===== src/rtl/addsub_share_arbiter.sv =====
// Two requesters share one 4-bit adder/subtractor through a round-robin arbiter.
// Each granted operation holds its grant for three cycles, and Done is pulsed in the last of them.
module addsub_share_arbiter (
  input  logic       Clock,
  input  logic       Reset,
  input  logic       Req_A,
  input  logic       Sub_A,
  input  logic [3:0] X_A,
  input  logic [3:0] Y_A,
  input  logic       Req_B,
  input  logic       Sub_B,
  input  logic [3:0] X_B,
  input  logic [3:0] Y_B,
  output logic       Grant_A,
  output logic       Grant_B,
  output logic       Done_A,
  output logic       Done_B,
  output logic [3:0] Result,
  output logic       Carry,
  output logic       Overflow,
  output logic       Busy
);

  typedef enum logic [1:0] {
    IDLE = 2'd0,
    EXEC = 2'd1,
    RESP = 2'd2
  } state_t;

  state_t     state_q, state_n;
  logic       exec_late_q, exec_late_n;
  logic       ptr_b_q, ptr_b_n;
  logic       side_b_q, side_b_n;
  logic       sub_q, sub_n;
  logic [3:0] x_q, x_n;
  logic [3:0] y_q, y_n;
  logic       grant_a_n, grant_b_n;
  logic       done_a_n, done_b_n;
  logic [3:0] result_n;
  logic       carry_n, overflow_n;
  logic       win_b;
  logic [3:0] y_eff;
  logic [4:0] sum;

  // Shared datapath: subtraction is X + ~Y + 1, so Carry=1 means no borrow
  assign y_eff = sub_q ? ~y_q : y_q;
  assign sum   = {1'b0, x_q} + {1'b0, y_eff} + {4'b0000, sub_q};
  assign win_b = Req_B & (~Req_A | ptr_b_q);

  always_comb begin
    state_n     = state_q;
    exec_late_n = exec_late_q;
    ptr_b_n     = ptr_b_q;
    side_b_n    = side_b_q;
    sub_n       = sub_q;
    x_n         = x_q;
    y_n         = y_q;
    grant_a_n   = Grant_A;
    grant_b_n   = Grant_B;
    result_n    = Result;
    carry_n     = Carry;
    overflow_n  = Overflow;
    case (state_q)
      IDLE: begin
        if (Req_A || Req_B) begin
          side_b_n    = win_b;
          sub_n       = win_b ? Sub_B : Sub_A;
          x_n         = win_b ? X_B : X_A;
          y_n         = win_b ? Y_B : Y_A;
          grant_a_n   = ~win_b;
          grant_b_n   = win_b;
          exec_late_n = 1'b0;
          state_n     = EXEC;
        end
      end
      // EXEC spans two cycles so the grant covers three cycles in total
      EXEC: begin
        if (!exec_late_q) begin
          exec_late_n = 1'b1;
        end else begin
          result_n   = sum[3:0];
          carry_n    = sum[4];
          overflow_n = (x_q[3] == y_eff[3]) && (sum[3] != x_q[3]);
          state_n    = RESP;
        end
      end
      RESP: begin
        grant_a_n = 1'b0;
        grant_b_n = 1'b0;
        ptr_b_n   = ~side_b_q;
        state_n   = IDLE;
      end
      default: begin
        state_n   = IDLE;
        grant_a_n = 1'b0;
        grant_b_n = 1'b0;
      end
    endcase
    done_a_n = (state_n == RESP) && !side_b_n;
    done_b_n = (state_n == RESP) && side_b_n;
  end

  always_ff @(posedge Clock) begin
    if (Reset) begin
      state_q     <= IDLE;
      exec_late_q <= 1'b0;
      ptr_b_q     <= 1'b0;
      side_b_q    <= 1'b0;
      sub_q       <= 1'b0;
      x_q         <= 4'd0;
      y_q         <= 4'd0;
      Grant_A     <= 1'b0;
      Grant_B     <= 1'b0;
      Done_A      <= 1'b0;
      Done_B      <= 1'b0;
      Result      <= 4'd0;
      Carry       <= 1'b0;
      Overflow    <= 1'b0;
      Busy        <= 1'b0;
    end else begin
      state_q     <= state_n;
      exec_late_q <= exec_late_n;
      ptr_b_q     <= ptr_b_n;
      side_b_q    <= side_b_n;
      sub_q       <= sub_n;
      x_q         <= x_n;
      y_q         <= y_n;
      Grant_A     <= grant_a_n;
      Grant_B     <= grant_b_n;
      Done_A      <= done_a_n;
      Done_B      <= done_b_n;
      Result      <= result_n;
      Carry       <= carry_n;
      Overflow    <= overflow_n;
      Busy        <= (state_n != IDLE);
    end
  end

endmodule


===== config.mk =====
export PLATFORM = sky130hd
export DESIGN_NAME = addsub_share_arbiter
export DESIGN_NICKNAME = d
export VERILOG_FILES = /design/src/rtl/addsub_share_arbiter.sv
export SDC_FILE = /design/constraint.sdc
export NUM_CORES = 1
export LEC_CHECK = 0
export CORE_UTILIZATION = 52
export CTS_BUF_LIST = sky130_fd_sc_hd__clkbuf_8
export CTS_CLUSTER_SIZE = 20
export DETAILED_ROUTE_END_ITERATION = 8
export PLACE_DENSITY = 0.86
export REMOVE_ABC_BUFFERS = 1
export SLEW_MARGIN = 10
export SYNTH_ARGS = -nofsm -noshare
export SYNTH_HDL_FRONTEND = slang
export SYNTH_SLANG_ARGS = --single-unit

===== constraint.sdc =====
create_clock -name Clock -period 3.42 [get_ports Clock]
set_input_delay 0.342 -clock Clock [delete_from_list [all_inputs] [get_ports Clock]]
set_output_delay 0.342 -clock Clock [all_outputs]
set_load 0.02 [all_outputs]

# ---- Word-level counts from Yosys, hierarchy flattened
# Index checks and enable logic that the tools add are counted.
dict set report totals {
  output_inout_bits 11
  in_bits 22
  word_cells 57
  ff_bits 25
}
dict set report classes {
  n_reduce_logical 12
  n_eq_ne 6
  muxes 15
  add_sub_neg 2
  n_bitwise 7
}
# op n
set ops {}
lappend ops {{4-bit 2-to-1 mux} 3}
lappend ops {{2-bit AND reduction} 4}
lappend ops {{1-bit 2-to-1 mux} 6}
lappend ops {{1-bit one-hot mux with 2 select lines} 3}
lappend ops {{4-bit by 4-bit adder with 5-bit output} 1}
lappend ops {{5-bit by 1-bit adder with 5-bit output} 1}
lappend ops {{2-bit == test (second input constant)} 2}
lappend ops {{2-bit 2-to-1 mux} 2}
lappend ops {{1-bit NOT} 4}
lappend ops {{4-bit NOT} 1}
lappend ops {{2-bit one-hot mux with 2 select lines} 1}
lappend ops {{2-bit nonzero test} 2}
lappend ops {{1-bit logical AND} 3}
lappend ops {{2-bit by 1-bit == test with 1-bit output (second input constant)} 1}
lappend ops {{2-bit zero test} 1}
lappend ops {{2-bit != test (second input constant)} 1}
lappend ops {{1-bit bitwise AND} 1}
lappend ops {{1-bit == test} 1}
lappend ops {{1-bit zero test} 1}
lappend ops {{1-bit logical OR} 1}
lappend ops {{1-bit != test} 1}
lappend ops {{1-bit bitwise OR} 1}

# ---- Logic depth before layout (Yosys ltp)
# Gate-level depths: netlist of the first run.
dict set report logic_depth {
  depth_word 7
  depth_mapped 6
  depth_no_buf 6
}

# ---- Worst setup path before layout of the first run
# OpenSTA, ideal clock, no wires.
dict set report synth_timing {
  path_kind {reg2reg}
  from {register y_q[0]}
  to {register Carry}
  synth_period_minus_slack_ps 1649
  arrival_time_ps 1518
  path_stages_with_launch 6
  slack_ps 1771
  n_path_buf 0
  path_cell_list {dfxtp_1 > mux2_4 > fa_1 > a21o_1 > a211oi_1 > nor3_1}
}
dict set report synth_between {
  elab_chain_len 4
}
# element line_no
set synth_lines {}
lappend synth_lines {{start, declared} 36} ;# logic [3:0] y_q, y_n;
lappend synth_lines {{start signal, assigned} 127} ;# y_q <= y_n;
lappend synth_lines {{4-bit NOT} 46} ;# assign y_eff = sub_q ? ~y_q : y_q;
lappend synth_lines {{4-bit 2-to-1 mux *} 46}
lappend synth_lines {{4-bit by 4-bit adder with 5-bit output *} 47} ;# assign sum = {1'b0, x_q} + {1'b0, y_eff} + {4'b0000, sub_q};
lappend synth_lines {{5-bit by 1-bit adder with 5-bit output *} 47}
lappend synth_lines {{end signal, assigned} 133} ;# Carry <= carry_n;
lappend synth_lines {{end, declared} 19} ;# output logic Carry,
# Every way passes the cells marked *; elsewhere a longest branch is shown, timed or not.
# A chain may end at the register's enable or synchronous reset.

# ---- Worst setup path after layout of the first run
# Same ends and word-level chain as after synthesis.

==> results of run 1 <==
## Yosys cell counts, types with 3 or more instances
cell type / count / area share (%)
nor2_1: 21 / 6.8
inv_1: 3 / 0.98
clkbuf_1: 3 / 0.98
a211oi_1: 13 / 8.5
xor2_1: 4 / 3.0
a21oi_1: 3 / 1.3
nor3_1: 4 / 1.7
nand2_1: 3 / 0.98
dfxtp_1: 25 / 43
ha_1: 3 / 3.3
mux2i_1: 9 / 7.8
## logic make-up (layout without fill, tap and decap cells)
kind of cell | count (synthesis) | count (layout) | share of synthesized area (%)
AOI/OAI and AO/OA | 25 | 25 | 17.0
xor gates and xnor gates | 6 | 6 | 4.56
adders and majority gates | 4 | 4 | 4.99
buffers and inverters | 10 | 40 | 3.91
DFF | 25 | 25 | 43.4
muxes | 10 | 10 | 9.12
and+or+nand+nor | 39 | 39 | 16.9
## cells in the final DEF, fill, tap and decap left out, drive strengths merged
cell type and count:
a2bb2oi 1, a211oi 13, nand4b 1, a31o 1, o21ai 1, nand2b 1
a21o 2, a21oi 3, inv 4, buf 1, ha 3, o41ai 1
mux2i 9, a2111oi 1, o21a 1, fa 1, clkdlybuf4s50 32, xor2 4
clkbuf 3, nand3 1, a31oi 1, and2 2, and2b 2, nor3 4
dfxtp 25, mux2 1, nand3b 2, nor2 21, xnor2 2, nand2 4
or4 1
## power by group
group | total [mW] | switching (mW) | leakage [nW] | internal (mW)
registers | 0.331 | 0.0183 | 0.205 | 0.312
clock network | 0.167 | 0.0870 | 0.0269 | 0.0801
logic | 0.170 | 0.0823 | 0.411 | 0.0872
## area by class of cell
type                    count  share of cell area, %
multi-input cells          84                   39.8
repair buffers             33                   21.5
inverters                   3                  0.738
clock buffers               3                   2.71
clock inverters             1                  0.246
flip-flops and latches     25                   32.8
well taps                  27                   2.21
## sequential cells by signal, indices dropped and copies added (netlist names), 2 cells and up
signal and cells:
state_q 2, x_q 4, y_q 4, Result 4
## layer usage
metal	vias up	global-route usage (%)	wire [microns]
li1	484	-	-
met1	419	25.4	1010
met2	29	35.6	1120
met3	6	2.18	90
met4	0	11.8	60
met5	-	0	0
## how the worst min path moves through the flow
| stage | depth (start not counted) | slack, ps | endpoint |
|---|---|---|---|
| CTS | 1 | 450 | ptr_b_q$_SDFFE_PP0N_ |
| global placement | 1 | 430 | ptr_b_q$_SDFFE_PP0N_ |
| detailed placement | 1 | 430 | ptr_b_q$_SDFFE_PP0N_ |
| finish | 1 | 450 | ptr_b_q$_SDFFE_PP0N_ |
| floorplan | 1 | 410 | ptr_b_q$_SDFFE_PP0N_ |
| global route | 1 | 470 | ptr_b_q$_SDFFE_PP0N_ |
==> results.md, run 1 <==
* Total grt overflow at 0
* Final Max Tran Viols at 0
* Largest net degree at the start of global routing at 28
* Placed Area at 1480 sq um
* Arr. time, crit path at 1930 ps
* Tot GR Track Use at 20.9%
* Final hold viol count at 0
* Die width at 49.1 microns
* CTS tree: done
* Critical path buffers and inverters at 0
* Pre-CTS setup slack at 1390 ps
* Maxcap violations at 0
* # nets final at 176
* Post-CTS Hold Buffers at 0
* Area used by multi-input combinational logic at 607 sq um
* DRC at 0
* Critical Path Max Stage Delay at 410 ps
* Non-filler cells, final at 176
* Final std cell area, no fill at 1530 sq um
* Worst clock skew at 3.04 ps
* Status: complete, no violations
* Gpl congestion at 0.813
* Hold Crit Class: register to register
* Overall Power at 0.667 mW
* Die H at 49.1 microns
* Initial antenna violation count at 0
* Cell Chain, Critical Path: mux2_4 -> fa_1 -> a21o_1 -> a211oi_1 -> nor3_1
* Worst setup margin at 1610 ps
* WHS at 448 ps
* Vias in the first global route at 884
* Critical path depth at 5
* FMAX at 0.552 GHz
* Clock tree buffer depth at 2
* FFs w/ async S/R, synth at 0%
* Hold wc startpoint: side_b_q$_SDFF_PP0_
* Post_cts resized at 0
* Final worst path period share at 53.0%
* R2r setup slk at 1610 ps
* TritonRoute pass-1 iters at 4
* DR iter-0 viols at 15
* Via density at 5.33
* Clk sink count at 25
* Final setup violation count at 0
* Post-synthesis cell area at 1150 sq um
* Leak Pwr at 0.643 nW
* Ys flop type: dfxtp_1
* FF+latch area at 500 sq um
* Layout cells sized above 1 at 6.71%
* Post-Route WL at 2.27 mm
* Diodes inserted at 0
* Routed len/inst at 12.9 microns
* Antenna Nets Post-Route at 0
* Pwr dens at 438 nW/um^2
* Distinct cells, synth at 34
* Initial core utilization at 57.0%
* # rows at 16
* Worst R2R Path Depth at 5
* Critical R2R Launch: y_q[0]$_SDFFE_PP0P_
* # H-tree levels at 1
* Crit path kind: register to register
* Area delta synth->final at 32.4%
* Cells after synthesis at 119
* CTS clock-pin slew for the worst setup and hold paths at 80 ps
* Post-layout util at 75.4%
* FILL cells at 149
* Largest delay share family, worst path: compound AO/OA/AOI/OAI gates
* Peak VDD IR at 0.304 mV
* DP Cell Count at 172
* Core Area at 2020 sq um
* Avg Inst Size Synth at 9.68 sq um
* Cts bufs inserted at 3
* Setup TNS at 0 ps
* Slew margin rel. at 41.5%
* Number of port buffers at 32
* Fin crit period at 1810 ps
* Crit Path Max Fanout at 3
* Worst EP required at 3540 ps
* Routed via count at 938
* Die area at 2410 sq um
* Sequential area share after synthesis at 43.4%
* Worst slew pin tran at 875 ps
* Worst skew pair latency at 260 ps
* CTS root buffer: clkbuf_8
* Post-synth EDFFs at 0
* Yosys reg bits at 25
* Unrepaired setup endpoints after global routing: false
* Post CTS Setup Buffer Count at 0
* I/O pin cnt at 33
* Yosys Warn Count at 0
* Crit path capture: Carry$_SDFFE_PP0P_
* CP Launch Point: y_q[0]$_SDFFE_PP0P_
* CP startpoint kind: register
* CP endpoint kind: register
* Reg2Reg Capture Point: Carry$_SDFFE_PP0P_
* Slowest cell on the critical path: fa_1
* First-pass GRT wire length at 3.82 mm
Power figures use the tool's default switching activity.
==> inputs of run 2 (changes only) <==
--- a/config.mk
+++ b/config.mk
@@ -5,11 +5,11 @@
 export SDC_FILE = /design/constraint.sdc
 export NUM_CORES = 1
 export LEC_CHECK = 0
-export CORE_UTILIZATION = 52
+export CORE_UTILIZATION = 48
 export CTS_BUF_LIST = sky130_fd_sc_hd__clkbuf_8
 export CTS_CLUSTER_SIZE = 20
 export DETAILED_ROUTE_END_ITERATION = 8
-export PLACE_DENSITY = 0.86
+export PLACE_DENSITY = 0.81
 export REMOVE_ABC_BUFFERS = 1
 export SLEW_MARGIN = 10
 export SYNTH_ARGS = -nofsm -noshare
==> constraint.sdc (replaced) <==
create_clock -name Clock -period 1.9 [get_ports Clock]
set_input_delay 0.19 -clock Clock [delete_from_list [all_inputs] [get_ports Clock]]
set_output_delay 0.19 -clock Clock [all_outputs]
set_load 0.02 [all_outputs]
==> results.md, run 2 (same netlist as run 1, synthesis figures left out) <==
* Status: complete, no violations
* Biggest regs: Result x4, x_q x4, y_q x4
* Total grt overflow at 0 (unchanged)
* Final std cell area, no fill at 1540 sq um (+1.1%)
* Pwr dens at 782 nW/um^2 (+79%)
* Die area at 2600 sq um (+8.0%)
* Routed len/inst at 11.8 microns (-8.5%)
* Vias in the first global route at 873 (-1.2%)
* Non-filler cells, final at 179 (+1.7%)
* Hold wc startpoint: Result[1]$_SDFFE_PP0P_
* # rows at 17 (+1)
* FMAX at 0.579 GHz (+4.9%)
* Post-CTS Hold Buffers at 0 (unchanged)
* Die H at 51.0 microns (+3.9%)
* Crit Path Max Fanout at 5 (+2)
* Leak Pwr at 0.653 nW (+1.5%)
* CP Launch Point: sub_q$_SDFFE_PP0P_
* CTS tree: done
* Post-DP HPWL at 1.60 mm
* I/O pin cnt at 33 (unchanged)
* Setup TNS at 0 ps (unchanged)
* R2r setup slk at 170 ps (-1440 ps)
* DP Cell Count at 175 (+1.7%)
* Final Max Tran Viols at 0 (unchanged)
* Final setup violation count at 0 (unchanged)
* CP startpoint kind: register
* Largest net degree at the start of global routing at 27 (-3.6%)
* Clk sink count at 25 (unchanged)
* WHS at 459 ps (+10.5 ps)
* Arr. time, crit path at 1900 ps (-30 ps)
* Unrepaired setup endpoints after global routing: false
* CTS root buffer: clkbuf_8
* Crit path kind: register to register
* Maxcap violations at 0 (unchanged)
* DRC at 0 (unchanged)
* Final worst path period share at 90.9% (+38 points)
* First-pass GRT wire length at 3.71 mm (-2.9%)
* Worst skew pair latency at 260 ps (about the same)
* Core Area at 2230 sq um (+10%)
* Initial core utilization at 51.6% (-5.4 points)
* Hold Crit Class: register to register
* CTS clock-pin slew for the worst setup and hold paths at 80 ps (about the same)
* Worst R2R Path Depth at 6 (+1)
* Placed Area at 1500 sq um (+1.1%)
* Final hold viol count at 0 (unchanged)
* CP endpoint kind: register
* Initial antenna violation count at 0 (unchanged)
* Hold endpoint: Result[1]$_SDFFE_PP0P_
* # nets final at 178 (+1.1%)
* Post-Route WL at 2.12 mm (-6.9%)
* Area delta synth->final at 33.8%
* Post_cts resized at 0 (unchanged)
* TritonRoute pass-1 iters at 4 (unchanged)
* Gpl congestion at 0.808 (-0.57%)
* Antenna Nets Post-Route at 0 (unchanged)
* Peak VDD IR at 0.463 mV (+52%)
* Reg2Reg Capture Point: Overflow$_SDFFE_PP0P_
* Layout cells sized above 1 at 7.95% (+1.2 points)
* Clock tree buffer depth at 2 (unchanged)
* Fin crit period at 1730 ps (-83.9 ps)
* # H-tree levels at 1 (unchanged)
* Most common cell after layout, fill and taps aside: clkdlybuf4s50_1
* Via density at 5.18 (-2.7%)
* DR iter-0 viols at 11 (-4)
* Diodes inserted at 0 (unchanged)
* Most frequent cells in the layout: clkdlybuf4s50_1 (32), dfxtp_1 (25), nor2_1 (21), a211oi_1 (13), mux2i_1 (9)
* Tot GR Track Use at 19.2% (-1.7 points)
* Die width at 51.0 microns (+3.9%)
* Post CTS Setup Buffer Count at 0 (unchanged)
* Worst slew pin tran at 323 ps (-552 ps)
* Hold Path Depth at 2 (+1)
* Worst EP required at 2070 ps (-1470 ps)
* Critical R2R Launch: sub_q$_SDFFE_PP0P_
* Overall Power at 1.21 mW (+81%)
* Worst clock skew at 3.09 ps (+0.0587 ps)
* Routed via count at 928 (-1.1%)
* Slew margin rel. at 77.9% (+36 points)
* Number of port buffers at 32 (unchanged)
* Cts bufs inserted at 3 (unchanged)
-- run 2: cell types whose count changed in the layout (fill, tap and decap cells not counted), sizes merged --
cell,change
buf,+2
-- run 2: critical path, cell delays in order, from the launching register on --
cell	delay, ps
dfxtp_1	440
xor2_1	180
ha_1	320
a21o_1	210
a31oi_4	180
xor2_1	90
o41ai_1	210
-- run 2: per-layer routing --
metal	wire (microns)	vias to the layer above	track usage (%)
li1	-	484	-
met1	1010	417	23.1
met2	1010	23	31.6
met3	71	4	3.57
met4	31	0	11.1
met5	0	-	0
-- run 2: how the worst max path moves through the flow --
stage,to,slack [ps],depth (start not counted)
after floorplan,Carry$_SDFFE_PP0P_,260,5
after global placement,Carry$_SDFFE_PP0P_,220,5
after detailed placement,Overflow$_SDFFE_PP0P_,180,6
after CTS,Overflow$_SDFFE_PP0P_,150,6
after global routing,Overflow$_SDFFE_PP0P_,6,6
final,Overflow$_SDFFE_PP0P_,170,6
-- run 2: area by class of cell --
class / count / area, sq um
flip-flops and latches: 25 / 500
multi-input cells: 84 / 607
inverters: 3 / 11.3
clock buffers: 3 / 41.3
fillers: 193 / 692
well taps: 28 / 35.0
repair buffers: 35 / 343
clock inverters: 1 / 3.75
-- run 2: power by group --
group          leakage (nW)  switching (mW)  total, mW  internal [mW]
registers             0.205          0.0319      0.594          0.562
clock network        0.0269           0.157      0.301          0.144
logic                 0.421           0.149      0.310          0.161
-- run 2: per-stage QoR --
| stage | util (%) | setup WS (ps) |
|---|---|---|
| 2_1_floorplan | - | 261 |
| 3_3_place_gp | 67.0 | 224 |
| 3_5_place_dp | 67.0 | 182 |
| 4_1_cts | 69.0 | 147 |
| 5_1_grt | 69.0 | 6.12 |
| 6_report | 69.0 | 172 |
